[config.mk]
export PLATFORM = sky130hd
export DESIGN_NAME = clause_rx_queue
export DESIGN_NICKNAME = d
export VERILOG_FILES = /design/src/rtl/clause_rx_queue.sv
export SDC_FILE = /design/constraint.sdc
export NUM_CORES = 1
export LEC_CHECK = 0
export ABC_CLOCK_PERIOD_IN_PS = 4500
export BUFFER_PORTS_ARGS = -buffer_cell sky130_fd_sc_hd__buf_2
export CAP_MARGIN = 25
export CORE_MARGIN = 1.5
export CORE_UTILIZATION = 55
export CTS_BUF_LIST = sky130_fd_sc_hd__clkbuf_8
export CTS_CLUSTER_SIZE = 25
export DETAILED_ROUTE_END_ITERATION = 10
export PLACE_DENSITY = 0.83
export SLEW_MARGIN = 20
export SYNTH_ARGS = -nofsm -noshare
export SYNTH_HDL_FRONTEND = slang
export SYNTH_SLANG_ARGS = --single-unit
export TNS_END_PERCENT = 50
[constraint.sdc]
create_clock -name clock -period 4.5 [get_ports clock]
set_input_delay 0.45 -clock clock [delete_from_list [all_inputs] [get_ports clock]]
set_output_delay 0.45 -clock clock [all_outputs]
set_load 0.05 [all_outputs]
[src/rtl/clause_rx_queue.sv]
// Per-engine receive queue: show-ahead FIFO between the clause arbiter and one BCP engine.
// Every output is decoded from registered state, so the arbiter can sample full_out in its grant cycle.
module clause_rx_queue #(
  parameter int LIT_IDX_MAX = 1024,
  parameter int VAR_W       = $clog2(LIT_IDX_MAX) + 1,
  parameter int CLA_LENGTH  = 3,
  parameter int DEPTH       = 4,
  parameter int CNT_W       = $clog2(DEPTH + 1)
) (
  input  logic                        clock,
  input  logic                        reset_n,
  input  logic                        grant_in,
  input  logic [CLA_LENGTH*VAR_W-1:0] clause_in,
  output logic                        full_out,
  output logic                        clause_valid_out,
  input  logic                        clause_ready_in,
  output logic [CLA_LENGTH*VAR_W-1:0] clause_out,
  output logic [CLA_LENGTH-1:0]       lit_valid_out,
  input  logic                        flush_in,
  output logic [CNT_W-1:0]            count_out,
  output logic                        overflow_err_out
);

  localparam int CLA_W = CLA_LENGTH * VAR_W;
  localparam int PTR_W = (DEPTH > 1) ? $clog2(DEPTH) : 1;
  localparam logic [PTR_W-1:0] LAST_PTR = PTR_W'(DEPTH - 1);
  localparam logic [CNT_W-1:0] FULL_CNT = CNT_W'(DEPTH);

  logic [CLA_W-1:0] storage [DEPTH];
  logic [PTR_W-1:0] rd_ptr_reg, rd_ptr_next;
  logic [PTR_W-1:0] wr_ptr_reg, wr_ptr_next;
  logic [CNT_W-1:0] count_reg, count_next;
  logic             overflow_reg, overflow_next;
  logic             full, valid, push, pop;

  assign full  = (count_reg == FULL_CNT);
  assign valid = (count_reg != '0);
  // A pop never frees a slot for the same cycle's grant: push looks at registered full only.
  assign push  = grant_in & ~full & ~flush_in;
  assign pop   = valid & clause_ready_in & ~flush_in;

  always_comb begin
    rd_ptr_next   = rd_ptr_reg;
    wr_ptr_next   = wr_ptr_reg;
    count_next    = count_reg;
    overflow_next = overflow_reg | (grant_in & full);
    if (flush_in) begin
      rd_ptr_next = '0;
      wr_ptr_next = '0;
      count_next  = '0;
    end else begin
      if (push) begin
        wr_ptr_next = (wr_ptr_reg == LAST_PTR) ? '0 : wr_ptr_reg + 1'b1;
      end
      if (pop) begin
        rd_ptr_next = (rd_ptr_reg == LAST_PTR) ? '0 : rd_ptr_reg + 1'b1;
      end
      case ({push, pop})
        2'b10:   count_next = count_reg + 1'b1;
        2'b01:   count_next = count_reg - 1'b1;
        default: count_next = count_reg;
      endcase
    end
  end

  always_ff @(posedge clock or negedge reset_n) begin
    if (!reset_n) begin
      rd_ptr_reg   <= '0;
      wr_ptr_reg   <= '0;
      count_reg    <= '0;
      overflow_reg <= 1'b0;
    end else begin
      rd_ptr_reg   <= rd_ptr_next;
      wr_ptr_reg   <= wr_ptr_next;
      count_reg    <= count_next;
      overflow_reg <= overflow_next;
    end
  end

  // Storage needs no reset: stale entries are masked by count_reg.
  always_ff @(posedge clock) begin
    if (push) begin
      storage[wr_ptr_reg] <= clause_in;
    end
  end

  assign full_out         = full;
  assign clause_valid_out = valid;
  assign count_out        = count_reg;
  assign overflow_err_out = overflow_reg;
  assign clause_out       = valid ? storage[rd_ptr_reg] : '0;

  for (genvar gi = 0; gi < CLA_LENGTH; gi++) begin : g_lit
    assign lit_valid_out[gi] = |clause_out[gi*VAR_W +: VAR_W];
  end

endmodule

# Word-level counts from Yosys, hierarchy flattened
# Memory sizes are Yosys's and may differ from the RTL's.
# Cells that the tools add are included.
# classes
mux	11
bitwise	8
addsub	4
reduce_logical	7
eq_ne	5
# op_table
op	count
$mux W33	1
$reduce_or A11 Y1	3
$mux W2	6
$eq A2 B2 Y1 const B	3
$pmux W3 S2	1
$reduce_bool A3 Y1	2
$and A1 B1 Y1	5
$add A2 B1 Y2 const B	2
$reduce_bool A2 Y1	2
$add A3 B1 Y3 const B	1
$eq A3 B3 Y1 const B	1
$mux W3	1
$sub A3 B1 Y3 const B	1
$eq A2 B1 Y1 const B	1
$mux W1	2
$not A1 Y1	2
$or A1 B1 Y1	1
# word_totals
out_inout_bits	42
ramBits	132
in_bits	38
regBits	8
wordCells	40
n_memories	1
# mem_list
memory	words	width	rd	rd_clocked_by_memory_dff	wr	line_no	rtl
storage	4	33	1	0	1	29	logic [CLA_W-1:0] storage [DEPTH];

# Longest topological paths before layout
# Gate-level depths: netlist of run 1.
# depth
word_depth	7
mapped_depth	8
ltp_nobuf	7

# Least setup slack after synthesis of run 1
# Ideal clock, no wire load.
# synth_path
kind	register to output
startpoint	register count_reg[0] (netlist: count_out[0])
endpoint	output clause_out[24]
path_buffers	2
path_slack_ps	1673
stages_incl_launch_ff	6
arrival_time_ps	2377
required_ps	4050
cell_sequence	dfrtp_1 clkbuf_1 nor3_1 inv_1 clkbuf_1 and2_1
# synth_between
elab_chain_len	2
# synth_rtl
element	line_no	rtl
from (decl)	32	logic [CNT_W-1:0] count_reg, count_next;
from (signal assigned)	75	count_reg <= count_next;
$reduce_bool A3 Y1	37	assign valid = (count_reg != '0);
via clause_valid_out	15	output logic clause_valid_out,
$mux W33	91	assign clause_out = valid ? storage[rd_ptr_reg] : '0;
to (decl)	17	output logic [CLA_LENGTH*VAR_W-1:0] clause_out,
# The timed path passes the listed nets, and every way through them passes these cells.

# Final worst setup path of run 1
# layout_path
startpoint	register rd_ptr_reg[0]
endpoint	output lit_valid_out[1]
# layout_between
elab_chain_len	3
# layout_rtl
element	line_no	rtl
from (decl)	30	logic [PTR_W-1:0] rd_ptr_reg, rd_ptr_next;
from (signal assigned)	73	rd_ptr_reg <= rd_ptr_next;
$mem_v2 Z4 W33	-	
$mux W33	91	
$reduce_or A11 Y1	94	assign lit_valid_out[gi] = |clause_out[gi*VAR_W +: VAR_W];
to (decl)	18	output logic [CLA_LENGTH-1:0] lit_valid_out,
# Every way passes these cells.

==> impl_metrics.env, run 1 <==
export IMPL_tightestPinTransition_ns=0.9207
export IMPL_yosys_area_top_type_share=0.7020
export IMPL_p_seq_frac=0.390
export IMPL_portBuffers=79
export IMPL_dpl_instance_area_um2=6163
export IMPL_drc_errors=0
export IMPL_diodes=0
export IMPL_switchingPower_w=0.001562
export IMPL_p_int_w=0.002537
export IMPL_netlist_area_um2=5647
export IMPL_antenna_found_initial=0
export IMPL_run_status="finished, final reports clean"
export IMPL_routed_via_density=5.721
export IMPL_synth_flop_cell="edfxtp_1"
export IMPL_grt_util_met3=0.07581
export IMPL_ir_drop_mv=0.5350
export IMPL_yosys_top_cells_area="edfxtp_1, mux4_2, and2_1"
export IMPL_ctsHoldBuffers=1
export IMPL_cts_tree="done"
export IMPL_clkPwrFrac=0.255
export IMPL_htreeDepth=4
export IMPL_avgSynthCellArea_um2=19.88
export IMPL_crit_buf_inv=2
export IMPL_power_leakage_nw=2.322
export IMPL_top_usage_layer="met2"
export IMPL_synthTopCellsByCount="edfxtp_1, and2_1, mux4_2, clkbuf_1"
export IMPL_initial_core_util=0.5724
export IMPL_start_kind="flop"
export IMPL_crit_arrival_ns=2.93
export IMPL_ios=80
export IMPL_root_buffer="clkbuf_8"
export IMPL_die_area_um2=10880
export IMPL_clock_skew_ns=0.006604
export IMPL_die_y_um=104.3
export IMPL_synth_cell_types=30
export IMPL_syn2layout_area_growth_pct=16.62
export IMPL_hold_class="in -> reg"
export IMPL_power_switching_share=0.3811
export IMPL_drtIter0Drc=231
export IMPL_grt_total_usage=0.2055
export IMPL_grt_pass1_vias=3003
export IMPL_post_cts_buffers=0
export IMPL_crit_type="reg -> out"
export IMPL_async_flop_share=0.05714
export IMPL_slew_limit_headroom=0.3855
export IMPL_drv_slew=0
export IMPL_dieWidth_um=104.3
export IMPL_cpPeakStageDelay_ns=0.89
export IMPL_setup_ws_ns=1.124
export IMPL_fmax_mhz=296.2
export IMPL_path_delay_family="flip-flops"
export IMPL_rsz0062_at_grt="false"
export IMPL_fin_crit_sh=0.7503
export IMPL_place_ws_ns=1.517
export IMPL_cts_sinks=140
export IMPL_largest_reg_flops=132
export IMPL_final_util=0.6676
export IMPL_cts_resized=0
export IMPL_ys_ff_latch=140
export IMPL_met1_usage=0.2657
export IMPL_yosys_warnings=0
export IMPL_cp_slowest_cell="dfrtp_2"
export IMPL_top_register="storage"
export IMPL_syn_inst=284
export IMPL_routed_wl_um=10570
export IMPL_power_density_nw_per_um2=622.4
export IMPL_gp_congestion=0.7163
export IMPL_yosys_cell_count_top_type="edfxtp_1"
export IMPL_vias=2969
export IMPL_clockBufferDepth=2
export IMPL_grt_pass1_wl_um=16160
export IMPL_synth_top_cell_by_area="edfxtp_1"
export IMPL_clk_pin_slew_ns=0.08
export IMPL_syn_num_nets=327
export IMPL_combPwrFrac=0.355
export IMPL_finalSetupViolations=0
export IMPL_overflow=0
export IMPL_cts_buffers=17
export IMPL_path_cells="buf_4, mux4_2, nor4_2, a31oi_1, buf_2"
export IMPL_cp_end_kind="primary output"
export IMPL_grt_util_met2=0.3242
export IMPL_dr_pass1_iters=4
export IMPL_num_rows=36
export IMPL_drv_cap=0
export IMPL_nNetsFinal=417
export IMPL_period_minus_slack_ns=3.376
export IMPL_grt_max_degree=36
export IMPL_drive_gt1_frac=0.3938
export IMPL_finalSetupTns_ns=0
export IMPL_finalInstanceArea_um2=6585
export IMPL_hold_viol=0
export IMPL_clock_latency_ns=0.43
export IMPL_synth_seq_area_share=0.7374
export IMPL_synth_edf_count=132
export IMPL_hpwl_um=6461
export IMPL_wire_per_inst_um=20.37
export IMPL_required_ns=4.05
export IMPL_cp_max_fo=24
export IMPL_ant_nets=0
export IMPL_core_region_area_um2=9864
[worst register-to-register path, stage by stage, from the launching register on]
cell	delay [ns]
dfrtp_1	0.58
nor2_1	0.12
a21bo_1	0.30
nor3b_1	0.19
fa_1	0.46
nor4_1	0.28
o21ai_0	0.12
a31oi_1	0.17
[per-layer routing]
metal	part of all wire	vias to the layer above
li1	-	1311
met2	0.52	119
met4	0.015	0
met5	0	-
met1	0.40	1525
met3	0.070	14
[cells by family (layout without fill, tap and decap cells)]
logic type	after synthesis	count (layout)	share of synthesized area
AOI/OAI and AO/OA	14	14	0.01706
buffers and inverters	19	121	0.01950
xor gates and xnor gates	6	6	0.009308
DFF	140	140	0.7374
and+or+nand+nor	66	66	0.07091
adders and majority gates	5	5	0.01241
muxes	34	34	0.1334
[power groups by stage]
stage	logic [W]	registers, W	clock network (W)
after floorplan	0.00118	0.00160	0
after global placement	0.00145	0.00162	0
after detailed placement	0.00146	0.00163	0
after CTS	0.00147	0.00160	0.00106
after global routing	0.00153	0.00161	0.00111
final	0.00146	0.00160	0.00105
[per-stage QoR]
stage                     hold slack (ns)  total power (W)  instances
after floorplan                    0.1544         0.002777        284
after global placement             0.3050         0.003069        487
after detailed placement           0.3151         0.003086        487
after CTS                          0.2080         0.004132        519
after global routing               0.1979         0.004258        519
final                              0.2285         0.004099        519
[final cells by class]
type	instances	area (um2)
clock buffers	17	234.0
repair buffers	87	457.9
multi-input cells	125	1373
fillers	658	3279
inverters	3	11.26
well taps	133	166.4
clock inverters	14	177.7
flip-flops and latches	140	4165
[placed cells by master (no fill, tap or decap), drive strengths merged, types with 2 or more instances in the layout]
master	n
edfxtp	132
buf	86
and2	39
mux4	33
clkbuf	17
nor2	8
dfrtp	8
nor4	7
a31oi	6
nor3	5
inv	5
clkinv	5
ha	4
bufinv	4
xor2	3
xnor2	3
o21ai	3
clkinvlp	3
nor3b	2
nand3	2
nand2	2
[final timing paths]
check	startpoint	end	slack [ns]	cells past startpoint
max	rd_ptr_reg[0]	lit_valid_out[1]	1.12	5
min	clause_in[25]	storage[0][25]	0.23	1
max reg2reg	count_out[0]	count_out[2]	2.21	7
min reg2reg	overflow_err_out	overflow_err_out	0.47	1
max in group asynchronous	reset_n	rd_ptr_reg[0]	3.90	2
min in group asynchronous	reset_n	count_out[2]	0.40	2
No activity file was read; power rests on OpenSTA's default activity.
==> run 2: changes to the inputs <==
- ABC_AREA: unset -> 1
- ABC_CLOCK_PERIOD_IN_PS: 4500 -> 3300
- PLACE_DENSITY: 0.83 -> 0.82
- clock period: 4.5 -> 3.3 ns (I/O delays scaled with it)
==> impl_metrics.env, run 2 <==
export IMPL_run_status="finished, final reports clean"
export IMPL_cpPeakStageDelay_ns=0.43
export IMPL_avgSynthCellArea_um2=9.724
export IMPL_htreeDepth=4
export IMPL_top_register="storage"
export IMPL_cts_tree="done"
export IMPL_synth_seq_area_share=0.6598
export IMPL_antenna_found_initial=0
export IMPL_ir_drop_mv=0.7665
export IMPL_cts_sinks=140
export IMPL_clock_latency_ns=0.43
export IMPL_clock_skew_ns=0.005673
export IMPL_syn2layout_area_growth_pct=13.24
export IMPL_wire_per_inst_um=15.37
export IMPL_finalSetupTns_ns=0
export IMPL_netlist_area_um2=6311
export IMPL_drv_slew=0
export IMPL_slew_limit_headroom=0.5159
export IMPL_power_density_nw_per_um2=873.9
export IMPL_gp_congestion=0.8354
export IMPL_layout_commonest_cell="nand2_1"
export IMPL_drv_cap=0
export IMPL_fmax_mhz=333.5
export IMPL_grt_total_usage=0.2408
export IMPL_place_ws_ns=0.8632
export IMPL_dr_pass1_iters=5
export IMPL_path_delay_family="simple AND/OR/NAND/NOR gates"
export IMPL_cts_buffers=17
export IMPL_ys_ff_latch=140
export IMPL_final_cell_mix="nand2_1, inv_1, edfxtp_1, buf_2, nand3_1"
export IMPL_synthTopCellsByCount="nand2_1, inv_1, edfxtp_1, nand3_1, nor2_1"
export IMPL_yosys_cell_count_top_type="nand2_1"
export IMPL_core_region_area_um2=11030
export IMPL_vias=4526
export IMPL_multi_input_area_um2=1470
export IMPL_routed_wl_um=13540
export IMPL_grt_max_degree=68
export IMPL_drtIter0Drc=468
export IMPL_start_kind="flop"
export IMPL_tightestPinTransition_ns=0.7261
export IMPL_die_area_um2=12130
export IMPL_synth_edf_count=132
export IMPL_cp_max_fo=20
export IMPL_num_rows=38
export IMPL_cp_end_kind="primary output"
export IMPL_ant_nets=0
export IMPL_seq_area_um2=4165
export IMPL_clockBufferDepth=2
export IMPL_yosys_top_cells_area="edfxtp_1, nand2_1, inv_1"
export IMPL_cts_resized=0
export IMPL_drc_errors=0
export IMPL_hold_viol=0
export IMPL_nNetsFinal=773
export IMPL_finalSetupViolations=0
export IMPL_die_y_um=110.1
export IMPL_initial_core_util=0.5721
export IMPL_routed_via_density=5.137
export IMPL_crit_buf_inv=2
export IMPL_path_cells="nor2_2, nand2_1, buf_4, nand2_1, nand2_1, nor2_1, nand3_1, buf_2"
export IMPL_async_flop_share=0.05714
export IMPL_yosys_area_top_type_share=0.6281
export IMPL_portBuffers=79
export IMPL_root_buffer="clkbuf_8"
export IMPL_drive_gt1_frac=0.1606
export IMPL_synth_top_cell_by_area="edfxtp_1"
export IMPL_crit_arrival_ns=2.67
export IMPL_rsz0062_at_grt="false"
export IMPL_diodes=0
export IMPL_synth_cell_types=21
export IMPL_required_ns=2.97
export IMPL_ios=80
export IMPL_syn_num_nets=692
export IMPL_power_leakage_nw=3.520
export IMPL_overflow=0
export IMPL_hold_class="in -> reg"
export IMPL_fin_crit_sh=0.9088
export IMPL_synth_flop_cell="edfxtp_1"
export IMPL_clk_pin_slew_ns=0.07
export IMPL_dieWidth_um=110.1
export IMPL_cp_common_cell="nand2_1"
export IMPL_syn_inst=649
export IMPL_period_minus_slack_ns=2.999
export IMPL_fill_cells=825
export IMPL_cp_slowest_cell="dfrtp_1"
export IMPL_hpwl_um=8322
export IMPL_setup_ws_ns=0.3011
export IMPL_crit_type="reg -> out"
export IMPL_largest_reg_flops=132
export IMPL_grt_pass1_vias=4314
export IMPL_grt_pass1_wl_um=20910
export IMPL_yosys_warnings=0
-- run 2: cell count changes after synthesis, moves of 7 or more --
cell	previous run	this run
mux4_2	33	0
nand3_1	2	50
nor2_1	8	18
nand2_1	2	256
clkbuf_1	9	2
and2_1	39	0
inv_1	3	133
buf_2	3	13
-- run 2: cells by family (layout without fill, tap and decap cells) --
logic type | count (synthesis) | after routing | synth area share
and+or+nand+nor | 325 | 325 | 0.2036
buffers and inverters | 160 | 252 | 0.1088
DFF | 140 | 140 | 0.6598
AOI/OAI and AO/OA | 18 | 18 | 0.01527
adders and majority gates | 5 | 5 | 0.01110
xor gates and xnor gates | 1 | 1 | 0.001388
-- run 2: metal layers --
layer  track usage  vias up  routed length, um
met1        0.3085     2143               5549
met3       0.05938       28               1064
met4        0.1154        0                331
met2        0.3878      187               6594
met5             0        -                  0
li1              -     2168                  -
-- run 2: where the power goes --
part	internal, W	switching (W)	leakage [nW]
combinational	0.000590	0.00222	2.03
sequential	0.00207	0.0000552	1.30
clock	0.000717	0.000590	0.193
total	0.00338	0.00287	3.52
-- run 2: what timing repair did --
item	4_1_cts	5_1_grt
endpoints found under the setup margin	0	0
hold endpoints to repair	8	0
hold buffers	1	0
setup buffers	0	0
-- run 2: cell type report --
cell class / instances / share of cell area
Multi-Input combinational cell: 349 / 0.2057
Timing Repair Buffer: 87 / 0.06408
Clock inverter: 13 / 0.01891
Tap cell: 140 / 0.02451
Sequential cell: 140 / 0.5828
Clock buffer: 17 / 0.03274
Inverter: 135 / 0.07125
-- run 2: final timing paths --
kind	from	to	slack [ns]	depth (start not counted)
min	clause_in[19]	storage[2][19]	0.11	1
max	count_out[1]	lit_valid_out[0]	0.30	8
min reg2reg	overflow_err_out	overflow_err_out	0.48	1
max reg2reg	count_out[1]	count_out[2]	1.06	11
max in group asynchronous	reset_n	rd_ptr_reg[0]	2.85	2
min in group asynchronous	reset_n	count_out[2]	0.27	2
-- run 2: stage by stage --
stage          power, W  cells  area, um2  hold WS (ns)  utilization
6_report       0.006246    881       7147        0.1052       0.6479
5_1_grt        0.006555    881       7147       0.08112       0.6479
4_1_cts        0.006242    881       7147       0.07567       0.6479
3_3_place_gp   0.004892    850       6768        0.1795       0.6135
3_5_place_dp   0.004941    850       6768        0.1780       0.6135
2_1_floorplan  0.004322    649       6311       0.03441            -
==> run 3: changes to the inputs <==
- ABC_AREA: 1 -> unset
- CAP_MARGIN: 25 -> unset
- PLACE_DENSITY: 0.82 -> 0.77
==> impl_metrics.env, run 3 (synthesis gave the netlist of run 1 again) <==
export IMPL_required_ns=2.97
export IMPL_slew_limit_headroom=0.3983
export IMPL_hold_viol=0
export IMPL_r2r_slack_ns=1.06
export IMPL_layout_commonest_cell="edfxtp_1"
export IMPL_reg2reg_depth=7
export IMPL_grt_pass1_wl_um=16280
export IMPL_r2r_end="count_out[2]"
export IMPL_finalSetupTns_ns=0
export IMPL_cp_end_kind="primary output"
export IMPL_final_cell_mix="edfxtp_1, buf_2, and2_1, mux4_2, clkbuf_8"
export IMPL_seq_area_um2=4165
export IMPL_cts_sinks=140
export IMPL_cp_slowest_cell="nor4_1"
export IMPL_syn2layout_area_growth_pct=17.26
export IMPL_cp_endpoint="lit_valid_out[1]"
export IMPL_wire_per_inst_um=19.65
export IMPL_die_area_um2=10880
export IMPL_period_minus_slack_ns=3.132
export IMPL_clock_skew_ns=0.007647
export IMPL_p_seq_frac=0.379
export IMPL_power_switching_share=0.3808
export IMPL_grt_max_degree=36
export IMPL_routed_via_density=5.615
export IMPL_tightestPinTransition_ns=0.9015
export IMPL_gp_congestion=0.7127
export IMPL_htreeDepth=4
export IMPL_routed_wl_um=10300
export IMPL_finalSetupViolations=0
export IMPL_clockBufferDepth=2
export IMPL_run_status="finished, final reports clean"
export IMPL_cp_max_fo=10
export IMPL_grt_pass1_vias=3011
export IMPL_portBuffers=79
export IMPL_hpwl_um=6559
export IMPL_ant_nets=0
export IMPL_holdWs_ns=0.1071
export IMPL_grt_total_usage=0.2051
export IMPL_ir_drop_mv=0.4849
export IMPL_root_buffer="clkbuf_8"
export IMPL_multi_input_area_um2=1373
export IMPL_drive_gt1_frac=0.3985
export IMPL_combPwrFrac=0.367
export IMPL_num_rows=36
export IMPL_critPathLaunch="rd_ptr_reg[0]"
export IMPL_dp_cells=489
export IMPL_fmax_mhz=319.3
export IMPL_hold_class="in -> reg"
export IMPL_ios=80
export IMPL_power_density_nw_per_um2=847.1
export IMPL_final_util=0.6712
export IMPL_rsz0062_at_grt="false"
export IMPL_switchingPower_w=0.002136
export IMPL_overflow=0
export IMPL_dieWidth_um=104.3
export IMPL_path_cells="buf_4, mux4_2, nor4_1, a31oi_1, buf_2"
export IMPL_clkPwrFrac=0.254
export IMPL_fin_crit_sh=0.9492
export IMPL_clk_pin_slew_ns=0.07
export IMPL_p_int_w=0.003473
export IMPL_drv_cap=0
export IMPL_path_delay_family="simple AND/OR/NAND/NOR gates"
export IMPL_cts_buffers=17
export IMPL_dr_pass1_iters=4
export IMPL_drtIter0Drc=275
export IMPL_largest_reg_flops=132
export IMPL_r2r_start="count_out[0]"
export IMPL_start_kind="flop"
export IMPL_drc_errors=0
export IMPL_finalPower_w=0.005609
export IMPL_crit_type="reg -> out"
export IMPL_antenna_found_initial=1
export IMPL_hp_start="clause_in[2]"
export IMPL_drv_slew=0
export IMPL_top_register="storage"
export IMPL_core_region_area_um2=9864
export IMPL_die_y_um=104.3
export IMPL_cts_tree="done"
export IMPL_clock_latency_ns=0.43
export IMPL_power_leakage_nw=2.350
export IMPL_final_cells=524
export IMPL_cpPeakStageDelay_ns=0.57
export IMPL_fill_cells=638
export IMPL_crit_arrival_ns=2.80
export IMPL_initial_core_util=0.5724
export IMPL_vias=2942
export IMPL_nNetsFinal=419
export IMPL_path_depth=5
export IMPL_crit_buf_inv=2
-- run 3: repair_timing --
item | in CTS | in global routing
setup buffers | 0 | 0
endpoints found under the hold margin | 8 | 0
resized for setup | 0 | 0
hold buffers | 1 | 0
endpoints found under the setup margin | 0 | 0
-- run 3: per-stage QoR --
stage / area (um2) / worst slack [ns]
after floorplan: 5647 / 0.5660
after global placement: 6191 / 0.6819
after detailed placement: 6191 / 0.6691
after CTS: 6616 / 0.1959
after global routing: 6616 / 0.1049
final: 6621 / 0.1677
-- run 3: worst min-delay path by stage --
stage               depth (start not counted)             end  slack (ns)
CTS                                         1   storage[2][2]        0.09
detailed placement                          1    count_out[2]        0.21
global placement                            1    count_out[2]        0.21
global route                                1  storage[3][32]         0.1
floorplan                                   0    count_out[0]        0.03
finish                                      1   storage[2][2]        0.11
-- run 3: cell type report --
cell class,count,area share
clock buffers,17,0.03534
diodes,2,0.0007559
well taps,133,0.02513
inverters,3,0.001701
multi-input cells,125,0.2073
repair buffers,89,0.07332
clock inverters,15,0.02740
flip-flops and latches,140,0.6291
-- run 3: power groups by stage --
| stage | sequential [W] | combinational [W] | clock [W] |
|---|---|---|---|
| after floorplan | 0.00218 | 0.00161 | 0 |
| after global routing | 0.00214 | 0.00218 | 0.00152 |
| after global placement | 0.00216 | 0.00205 | 0 |
| after CTS | 0.00213 | 0.00207 | 0.00144 |
| final | 0.00213 | 0.00206 | 0.00142 |
| after detailed placement | 0.00217 | 0.00207 | 0 |
-- run 3: per-layer routing --
layer  global-route usage  wire length [um]  up-vias
li1                     -                 -     1319
met1               0.2748              4326     1477
met2               0.3195              4960      127
met3              0.06328               833       19
met4              0.07738               175        0
met5                    0                 0        -
